File: src/rtl/keyboard_nespad_ostimer.sv
// keyboard_nespad_ostimer
//   Three small peripherals sharing one clock and reset:
//   - PS/2 keyboard receiver: synchronizes and filters ps2c, shifts in
//     11-bit frames on filtered falling edges, presents the scan code.
//   - NES/SNES pad poller: free-running latch/clock sequence, 16 bits per
//     poll, results published atomically.
//   - One-shot millisecond timer with a single-cycle interrupt pulse.
//
// Ports
//   clk, reset          system clock (rising edge), synchronous active-high reset
//   ps2c, ps2d          PS/2 clock/data, asynchronous
//   rx_en               keyboard receive enable (checked at frame start)
//   rx_done_tick        one-cycle pulse when rx_data holds a new scan code
//   rx_data[7:0]        last received scan code
//   nesc, nesl          pad clock / latch outputs
//   nesd                pad serial data, active low
//   nes_state[15:0]     button bitmap, 1 = pressed, bit 0 = first bit read
//   timer_value[31:0]   timer load value in milliseconds
//   set_value, trigger  store timer_value / start the countdown
//   interrupt           one-cycle pulse when the countdown expires
//
// States
//   KB_IDLE   | waiting for a start-bit strobe with rx_en=1
//   KB_RECV   | shifting in the remaining 10 bits of the frame
//   KB_DONE   | scan code valid, rx_done_tick high for this cycle
//   NES_IDLE  | nesc=1, nesl=0, waiting for the poll counter
//   NES_LATCH | nesl=1 for 2*NES_HALF cycles
//   NES_HIGH  | nesc=1 for NES_HALF cycles, nesd sampled on the last one
//   NES_LOW   | nesc=0 for NES_HALF cycles
module keyboard_nespad_ostimer #(
  parameter int unsigned CLKS_PER_MS = 25000,
  parameter int unsigned NES_HALF    = 150,
  parameter int unsigned NES_POLL    = 25000
) (
  input  logic        clk,
  input  logic        reset,
  input  logic        ps2c,
  input  logic        ps2d,
  input  logic        rx_en,
  output logic        rx_done_tick,
  output logic [7:0]  rx_data,
  output logic        nesc,
  output logic        nesl,
  input  logic        nesd,
  output logic [15:0] nes_state,
  input  logic [31:0] timer_value,
  input  logic        set_value,
  input  logic        trigger,
  output logic        interrupt
);

  localparam int unsigned PW  = (NES_POLL > 1)     ? $clog2(NES_POLL)     : 1;
  localparam int unsigned TW  = (2*NES_HALF > 1)   ? $clog2(2*NES_HALF)   : 1;
  localparam int unsigned PRW = (CLKS_PER_MS > 1)  ? $clog2(CLKS_PER_MS)  : 1;

  // ---------------- keyboard ----------------
  typedef enum logic [1:0] {KB_IDLE, KB_RECV, KB_DONE} kb_state_e;

  logic [1:0] ps2c_sync_q, ps2c_sync_d, ps2d_sync_q, ps2d_sync_d;
  logic [7:0] filt_q, filt_d;
  logic       fclk_q, fclk_d;
  kb_state_e  kb_state_q, kb_state_d;
  logic [3:0] kb_cnt_q, kb_cnt_d;
  logic [8:0] kb_sr_q, kb_sr_d;    // last 9 bits; start bit falls off the end
  logic [7:0] rx_data_q, rx_data_d;
  logic       strobe;

  always_comb begin
    ps2c_sync_d = {ps2c_sync_q[0], ps2c};
    ps2d_sync_d = {ps2d_sync_q[0], ps2d};
    filt_d      = {filt_q[6:0], ps2c_sync_q[1]};
    fclk_d      = fclk_q;
    if (filt_q == 8'hFF)      fclk_d = 1'b1;
    else if (filt_q == 8'h00) fclk_d = 1'b0;
  end

  assign strobe = fclk_q & ~fclk_d;

  always_ff @(posedge clk) begin
    if (reset) begin
      ps2c_sync_q <= 2'b11;
      ps2d_sync_q <= 2'b11;
      filt_q      <= 8'hFF;
      fclk_q      <= 1'b1;
      kb_state_q  <= KB_IDLE;
      kb_cnt_q    <= '0;
      kb_sr_q     <= '0;
      rx_data_q   <= '0;
    end else begin
      ps2c_sync_q <= ps2c_sync_d;
      ps2d_sync_q <= ps2d_sync_d;
      filt_q      <= filt_d;
      fclk_q      <= fclk_d;
      kb_state_q  <= kb_state_d;
      kb_cnt_q    <= kb_cnt_d;
      kb_sr_q     <= kb_sr_d;
      rx_data_q   <= rx_data_d;
    end
  end

  always_comb begin
    kb_state_d = kb_state_q;
    kb_cnt_d   = kb_cnt_q;
    kb_sr_d    = kb_sr_q;
    rx_data_d  = rx_data_q;
    case (kb_state_q)
      KB_IDLE: if (strobe && rx_en) begin
        kb_state_d = KB_RECV;
        kb_cnt_d   = 4'd1;
        kb_sr_d    = {ps2d_sync_q[1], kb_sr_q[8:1]};
      end
      KB_RECV: if (strobe) begin
        kb_sr_d  = {ps2d_sync_q[1], kb_sr_q[8:1]};
        kb_cnt_d = kb_cnt_q + 4'd1;
        // 11th strobe is the stop bit; d7..d0 already sit in the low byte
        if (kb_cnt_q == 4'd10) begin
          kb_state_d = KB_DONE;
          rx_data_d  = kb_sr_q[7:0];
        end
      end
      default: kb_state_d = KB_IDLE;
    endcase
  end

  always_comb begin
    rx_done_tick = (kb_state_q == KB_DONE);
    rx_data      = rx_data_q;
  end

  // ---------------- NES pad ----------------
  typedef enum logic [1:0] {NES_IDLE, NES_LATCH, NES_HIGH, NES_LOW} nes_state_e;

  logic [PW-1:0] poll_q, poll_d;
  nes_state_e    nes_st_q, nes_st_d;
  logic [TW-1:0] nes_tmr_q, nes_tmr_d;
  logic [3:0]    nes_bit_q, nes_bit_d;
  logic [15:0]   shadow_q, shadow_d, nes_state_q, nes_state_d;
  logic          poll_start;

  assign poll_start = (poll_q == '0);
  assign poll_d     = poll_start ? PW'(NES_POLL - 1) : poll_q - PW'(1);

  always_ff @(posedge clk) begin
    if (reset) begin
      poll_q      <= '0;
      nes_st_q    <= NES_IDLE;
      nes_tmr_q   <= '0;
      nes_bit_q   <= '0;
      shadow_q    <= '0;
      nes_state_q <= '0;
    end else begin
      poll_q      <= poll_d;
      nes_st_q    <= nes_st_d;
      nes_tmr_q   <= nes_tmr_d;
      nes_bit_q   <= nes_bit_d;
      shadow_q    <= shadow_d;
      nes_state_q <= nes_state_d;
    end
  end

  always_comb begin
    nes_st_d    = nes_st_q;
    nes_tmr_d   = (nes_tmr_q == '0) ? nes_tmr_q : nes_tmr_q - TW'(1);
    nes_bit_d   = nes_bit_q;
    shadow_d    = shadow_q;
    nes_state_d = nes_state_q;
    case (nes_st_q)
      NES_IDLE: if (poll_start) begin
        nes_st_d  = NES_LATCH;
        nes_tmr_d = TW'(2*NES_HALF - 1);
      end
      NES_LATCH: if (nes_tmr_q == '0) begin
        nes_st_d  = NES_HIGH;
        nes_tmr_d = TW'(NES_HALF - 1);
        nes_bit_d = '0;
      end
      NES_HIGH: if (nes_tmr_q == '0) begin
        shadow_d[nes_bit_q] = ~nesd;
        nes_st_d  = NES_LOW;
        nes_tmr_d = TW'(NES_HALF - 1);
      end
      NES_LOW: if (nes_tmr_q == '0) begin
        if (nes_bit_q == 4'd15) begin
          nes_st_d    = NES_IDLE;
          nes_state_d = shadow_q;
        end else begin
          nes_st_d  = NES_HIGH;
          nes_bit_d = nes_bit_q + 4'd1;
          nes_tmr_d = TW'(NES_HALF - 1);
        end
      end
      default: nes_st_d = NES_IDLE;
    endcase
  end

  always_comb begin
    nesl      = (nes_st_q == NES_LATCH);
    nesc      = (nes_st_q != NES_LOW);
    nes_state = nes_state_q;
  end

  // ---------------- OS timer ----------------
  logic [31:0]    stored_q, stored_d, cnt_q, cnt_d;
  logic [PRW-1:0] pre_q, pre_d;
  logic           run_q, run_d, zero_q, zero_d;
  logic           tc;

  always_ff @(posedge clk) begin
    if (reset) begin
      stored_q <= '0;
      cnt_q    <= '0;
      pre_q    <= '0;
      run_q    <= 1'b0;
      zero_q   <= 1'b0;
    end else begin
      stored_q <= stored_d;
      cnt_q    <= cnt_d;
      pre_q    <= pre_d;
      run_q    <= run_d;
      zero_q   <= zero_d;
    end
  end

  always_comb begin
    stored_d = set_value ? timer_value : stored_q;
    cnt_d    = cnt_q;
    pre_d    = pre_q;
    run_d    = run_q;
    zero_d   = 1'b0;
    if (trigger) begin
      // stored_d already carries a same-cycle set_value
      if (stored_d == 32'd0) begin
        run_d  = 1'b0;
        cnt_d  = '0;
        zero_d = 1'b1;
      end else begin
        run_d = 1'b1;
        cnt_d = stored_d;
        pre_d = PRW'(CLKS_PER_MS - 1);
      end
    end else if (run_q) begin
      if (pre_q == '0) begin
        pre_d = PRW'(CLKS_PER_MS - 1);
        cnt_d = cnt_q - 32'd1;
        if (cnt_q == 32'd1) run_d = 1'b0;
      end else begin
        pre_d = pre_q - PRW'(1);
      end
    end
  end

  // Terminal count is decoded from the flops so the pulse lands on the
  // N*CLKS_PER_MS-th cycle rather than one cycle later.
  assign tc        = run_q && (pre_q == '0) && (cnt_q == 32'd1);
  assign interrupt = ~reset & (zero_q | tc);

endmodule

File: config.mk
export PLATFORM = sky130hd
export DESIGN_NAME = keyboard_nespad_ostimer
export DESIGN_NICKNAME = d
export VERILOG_FILES = /design/src/rtl/keyboard_nespad_ostimer.sv
export SDC_FILE = /design/constraint.sdc
export NUM_CORES = 1
export LEC_CHECK = 0
export ABC_AREA = 1
export BUFFER_PORTS_ARGS = -buffer_cell sky130_fd_sc_hd__buf_4
export CORE_ASPECT_RATIO = 1.75
export CORE_MARGIN = 3
export CORE_UTILIZATION = 55
export CTS_CLUSTER_DIAMETER = 60
export DETAILED_ROUTE_END_ITERATION = 7
export HOLD_SLACK_MARGIN = 0.1
export PLACE_DENSITY = 0.77
export SYNTH_ARGS = -nofsm -noshare
export SYNTH_HDL_FRONTEND = slang
export SYNTH_SLANG_ARGS = --single-unit
File: constraint.sdc
create_clock -name clk -period 1.9 [get_ports clk]
set_input_delay 0.095 -clock clk [delete_from_list [all_inputs] [get_ports clk]]
set_output_delay 0.095 -clock clk [all_outputs]
set_load 0.02 [all_outputs]
==> out/metrics.yaml, run 1 <==
critical_path:
  worst_setup_path_start_kind: "flip-flop"
  crit_required_ns: 1.80
  cp_max_fo: 3
  reg2regPathDepth: 16
  critical_path.top_delay_family: "simple AND/OR/NAND/NOR gates"
  r2r_slack_ns: -0.04
  crit_chain: "nor2_4 > nand2_2 > nor2_4 > nand4_1 > nor2_2 > a31oi_2 > nor2_1 > buf_4"
  r2r_end: "cnt_q[18]"
  crit_cells: 8
  cpMaxStageDelayCell: "dfxtp_2"
  worstPathArrival_ns: 2.08
  critPathCaptureType: "output port"
  timing_worst_setup_path_type: "flip-flop to output port"
  r2r-start: "cnt_q[14]"
  cpMostUsedCell: "nor2_4"
  worst-path-buf-inv: 1
  slowest_delay_ns: 0.35
timing:
  finalHoldViolCount: 0
  hold_ws_ns: 0.110
  worst_slack_ns: -0.276
  slew_violations: 0
  finClkSkew_ns: 0.00813
  tightest_slew_ns: 0.669
  post-route-period-util_pct: 115
  slew_headroom_pct: 55.1
  rsz0062_at_grt: "true"
  setup_viol: 4
  fmax_ghz: 0.460
  fin_crit_ns: 2.18
run:
  maxCapViolCount: 0
floorplan:
  initial_utilization_pct: 56.5
  coreArea_um2: 16000
  pin_count: 68
  fp.dieArea_um2: 18100
  die_width_um: 103
  rows: 61
  fp.dieH_um: 176
outcome:
  status: "complete, but fails checks"
  violations: "setup timing"
layout:
  diodes: 0
  area_growth_pct: 22.9
  drive_gt1_share_pct: 18.3
  layout.nets: 1521
  post-route-cell-area_um2: 11100
  final_util_pct: 69.5
  fill_cells: 1289
cts:
  cts_buffer_depth: 2
  clkLatencyLatePin_ns: 0.45
  numCtsBuffers: 17
  clk_pin_slew_ns: 0.07
  cts_max_level: 4
  cts_root_buf: "clkbuf_16"
  cts_tree: "built"
  cts_sinks: 179
power:
  vdd_ir_drop_max_v: 0.000503
  power_density_nw_per_um2: 1010
  leakage_nw: 5.14
  finalPower_mw: 11.3
synthesis:
  syn_nets: 1385
  async_flop_share_pct: 0
  yosysWarningCount: 0
  netlist-cell-type-count: 44
  seq_area_frac_synth_pct: 39.6
  synth-seq-cells: 179
  syn-mean-instance-area_um2: 6.82
  netlist_area_um2: 9060
  synth_edf_count: 0
  synthCells: 1328
  ys.flop_type: "dfxtp_1"
drt:
  wl_met2_mm: 12.2
  drc: 0
  dr_wl_met3_mm: 1.08
  met1Wirelength_mm: 8.10
  viasPerCell: 5.31
  postRouteWirelength_mm: 23.0
  drt_iter0_drc: 348
  postRouteAntennaNets: 0
  first_pass_iters: 5
  wl_per_cell_um: 13.8
  vias: 8849
  highest_layer: "met4"
grt:
  antenna_found_initial: 0
  grt-ovfl-total: 0
  grt_pass1_wl_mm: 37.3
  grt.total_usage_pct: 25.8
  grt_max_degree: 101
  grt_pass1_vias: 8610
hold_path:
  min_from: "timer_value[4]"
  hp-class: "input pin to flip-flop"
  hold_end: "stored_q[4]"
  hold_path_depth: 6
placement:
  dp_hpwl_mm: 15.7
  io_buffers: 67
  placed_cell_area_um2: 9850
  gp_congestion: 0.930
  place_ws_ns: 0.00615
## Yosys cell counts (all sizes together) (5+ instances only)
cell type  count  area share, %
xor2          16            1.5
a21oi        116            6.7
o21ai        113            6.5
inv          216            9.0
or2           13           0.90
nor2         206            8.8
a211oi        12           0.99
dfxtp        179             40
nand2        247             11
buf           20            2.0
nor3          17           0.94
o211ai         5           0.41
xnor2          6           0.58
nand3         80            4.9
a31oi          5           0.35
ha            17            2.3
clkbuf        29            1.2
nand4         16            1.2
## worst reg2reg max path: cells and delay by family (launching register included)
family | cells | cell delay, ns
buffers and inverters | 8 | 0.70
AND/OR/NAND/NOR | 6 | 0.51
flip-flops | 1 | 0.36
AO/OA/AOI/OAI | 2 | 0.26
## layout by cell type, fill, tap and decap left out, types with 17 or more instances in the layout
cell type / n
nand2_1: 223
inv_1: 211
nor2_1: 183
dfxtp_1: 171
buf_4: 125
a21oi_1: 107
o21ai_0: 93
nand3_1: 71
dlygate4sd3_1: 34
nand2_2: 23
clkbuf_16: 17
## worst max-delay path by stage
stage                             from           end  slack [ns]
after floorplan           nes_tmr_q[0]  nes_tmr_q[0]        0.03
after global placement       set_value     pre_q[14]        0.07
after detailed placement  nes_tmr_q[0]  nes_tmr_q[0]       0.006
after CTS                    cnt_q[15]     interrupt       -0.13
after global routing         cnt_q[10]     interrupt       -0.30
final                        cnt_q[10]     interrupt       -0.28
## cell families (layout without fill, tap and decap cells)
group,after synthesis,in the layout,share of synthesized area [%]
compound gates,260,260,15.8
xor+xnor,22,22,2.13
buf+inv,265,414,12.2
fa+ha+maj,17,17,2.35
simple gates,584,584,27.9
flops,179,179,39.6
mux,1,1,0.124
## power breakdown
group / internal (mW) / leakage (nW) / total (mW) / switching [mW]
combinational: 1.39 / 3.40 / 3.43 / 2.04
sequential: 4.12 / 1.47 / 4.38 / 0.265
clock: 1.76 / 0.275 / 3.48 / 1.72
## state kept, by name, indices dropped and copies added, names as in the netlist, 9 cells and up
| name | cells |
|---|---|
| cnt_q | 32 |
| pre_q | 15 |
| poll_q | 15 |
| stored_q | 32 |
| kb_sr_q | 9 |
| shadow_q | 16 |
| nes_tmr_q | 9 |
| nes_state | 16 |
## timing repair
action                                  in CTS  in global routing
hold endpoints to repair                    50                  0
pin swaps                                   11                 10
gates resized for setup                     18                 47
hold buffers                                34                  0
gates cloned                                 0                  2
endpoints found under the setup margin       3                 74
setup buffers                               18                  5
## per-layer routing
layer,vias up,GRT usage [%]
li1,4485,-
met1,3956,24.8
met2,289,47.1
met3,119,4.69
met4,0,18.5
met5,-,0
## cell type report
class | instances | area (um^2) | area share (%)
Multi-Input combinational cell | 884 | 4520 | 40.6
Sequential cell | 179 | 3600 | 32.3
Timing Repair Buffer | 164 | 1360 | 12.2
Inverter | 216 | 821 | 7.37
Clock buffer | 17 | 425 | 3.82
Tap cell | 189 | 236 | 2.12
Clock inverter | 15 | 159 | 1.43
Timing Repair inverter | 2 | 13.8 | 0.124
## per-stage QoR
| step | instances | setup TNS [ns] |
|---|---|---|
| after global placement | 1575 | 0 |
| after global routing | 1666 | -3.06 |
| after CTS | 1659 | -0.217 |
| after floorplan | 1328 | 0 |
| after detailed placement | 1575 | 0 |
| final | 1666 | -0.353 |
No activity file was read; power rests on OpenSTA's default activity.
==> run 2, diff against run 1 <==
==> constraint.sdc (replaced) <==
create_clock -name clk -period 1.9 [get_ports clk]
set_input_delay 0.38 -clock clk [delete_from_list [all_inputs] [get_ports clk]]
set_output_delay 0.38 -clock clk [all_outputs]
set_load 0.02 [all_outputs]
==> run 2 against run 1 <==
  * The flow still finishes with violations (setup timing)
  * Sequential power is essentially flat
  * Non-clock buffer count grew 23
  * Routed wire length shrank 0.47%
  * Worst hold slack gained 0.019 ns
  * Sequential share of layout area shrank 0.51 points
  * Critical path depth is the same
  * Maximum frequency shrank 0.68%
  * Core utilization grew 1.1 points
  * Global-route usage shrank 0.18 points
  * Cell count grew 1.3%
  * Setup slack lost 0.015 ns
  * Largest power group unchanged
  * Highest routed layer unchanged
==> out/metrics.yaml, run 2 (synthesis gave the netlist of run 1 again) <==
cts:
  cts_buffer_depth: 2
  postCtsHoldBufs: 0
  numCtsBuffers: 17
  cts_max_level: 4
  clkLatencyLatePin_ns: 0.43
  cts_sinks: 179
  cts_tree: "built"
  cts_root_buf: "clkbuf_16"
  clk_pin_slew_ns: 0.08
drt:
  vias: 8916
  drt_iter0_drc: 409
  postRouteWirelength_mm: 22.9
  wl_per_cell_um: 13.6
  first_pass_iters: 5
  drc: 0
  postRouteAntennaNets: 0
  viasPerCell: 5.29
placement:
  dp.cells: 1649
  place_ws_ns: -0.148
  dp_hpwl_mm: 16.6
  io_buffers: 67
  gp_congestion: 0.921
layout:
  fill_cells: 1312
  layout.nets: 1542
  layout_commonest_cell: "nand2_1"
  drive_gt1_share_pct: 22.8
  diodes: 0
  reg.largest.list: "cnt_q: 32 flops, stored_q: 32 flops"
  layout_common_cells: "nand2_1 (216), inv_1 (207), buf_4 (179), nor2_1 (177), dfxtp_1 (173)"
  finalNonFillerCells: 1687
  area_growth_pct: 24.9
power:
  leakage_nw: 5.30
  vdd_ir_drop_max_v: 0.000757
  power_density_nw_per_um2: 1030
critical_path:
  crit_required_ns: 1.52
  worst_setup_path_start_kind: "flip-flop"
  critPathCaptureType: "output port"
  reg2regPathDepth: 13
  slowest_delay_ns: 0.32
  startpoint: "cnt_q[7]"
  crit_chain: "inv_1 > nand2_1 > nor2_2 > nand4_1 > nor2_2 > a31oi_1 > nor2_2 > buf_6"
  timing_worst_setup_path_type: "flip-flop to output port"
  worstPathArrival_ns: 1.81
  cp_max_fo: 4
  cpMostUsedCell: "nor2_2"
  cpMaxStageDelayCell: "dfxtp_1"
  r2r-start: "cnt_q[1]"
timing:
  finClkSkew_ns: 0.0125
  fin_tns_setup_ns: -0.380
  slew_violations: 0
  fin_crit_ns: 2.19
  finalHoldViolCount: 0
  tightest_slew_ns: 0.419
  worst_slack_ns: -0.290
  setup_viol: 4
  rsz0062_at_grt: "true"
  hold_ws_ns: 0.130
  post-route-period-util_pct: 115
  slew_headroom_pct: 72.1
  fmax_ghz: 0.457
floorplan:
  die_width_um: 103
  coreArea_um2: 16000
  initial_utilization_pct: 56.5
  rows: 61
  fp.dieArea_um2: 18100
  pin_count: 68
  fp.dieH_um: 176
hold_path:
  hp-class: "input pin to flip-flop"
  min_from: "ps2d"
  hold_path_depth: 2
grt:
  grt_pass1_vias: 8648
  grt.total_usage_pct: 25.6
  antenna_found_initial: 0
  grt_max_degree: 62
  grt_pass1_wl_mm: 37.7
  grt-ovfl-total: 0
outcome:
  violations: "setup timing"
  status: "complete, but fails checks"
run:
  maxCapViolCount: 0
run 2: cell types whose count changed in the layout (fill, tap and decap cells not counted), sizes merged:
cell         change
buf             +57
bufinv           +2
clkinvlp         -3
dlygate4sd3     -34
inv              -1
run 2: path summary, 6_finish.rpt:
path / slack, ns / endpoint
min: 0.13 / ps2d_sync_q[0]
min reg2reg: 0.42 / filt_q[0]
max reg2reg: -0.07 / cnt_q[28]
max: -0.29 / interrupt
run 2: where the power goes:
group	internal, mW	switching [mW]
logic	1.47	2.08
registers	4.13	0.267
clock network	2.01	1.66
total	7.60	4.01
run 2: per-layer routing:
metal  global-route usage, %  part of all wire (%)  vias up
met5                       0                     0        -
li1                        -                     -     4513
met3                    3.66                   3.6       99
met4                    14.3                   5.7        0
met2                    47.4                    54      266
met1                    26.5                    37     4038
run 2: layout make-up:
class	count	area (um^2)	share of cell area [%]
Tap cell	189	236	2.09
Sequential cell	179	3600	31.8
Timing Repair Buffer	187	1480	13.1
Clock buffer	17	425	3.76
Inverter	216	818	7.23
Clock inverter	15	191	1.69
Multi-Input combinational cell	884	4570	40.4
run 2: what timing repair did:
action | in CTS | in global routing
endpoints found under the setup margin | 4 | 78
resized for setup | 18 | 59
pin swaps | 9 | 17
setup buffers | 1 | 5
run 2: critical path: cells and delay by family, from the launching register on:
family          cells  cell delay [ns]
flops               1             0.32
buf+inv             2             0.26
simple gates        5             0.71
compound gates      1             0.09
run 2: metrics by stage:
| step | total power, mW | cell area (um^2) | utilization [%] |
|---|---|---|---|
| floorplan | 6.62 | 9060 | - |
| CTS | 11.4 | 11100 | 69.3 |
| finish | 11.6 | 11300 | 70.6 |
| global placement | 7.58 | 10400 | 65.1 |
| global route | 12.3 | 11300 | 70.6 |
| detailed placement | 7.67 | 10400 | 65.1 |
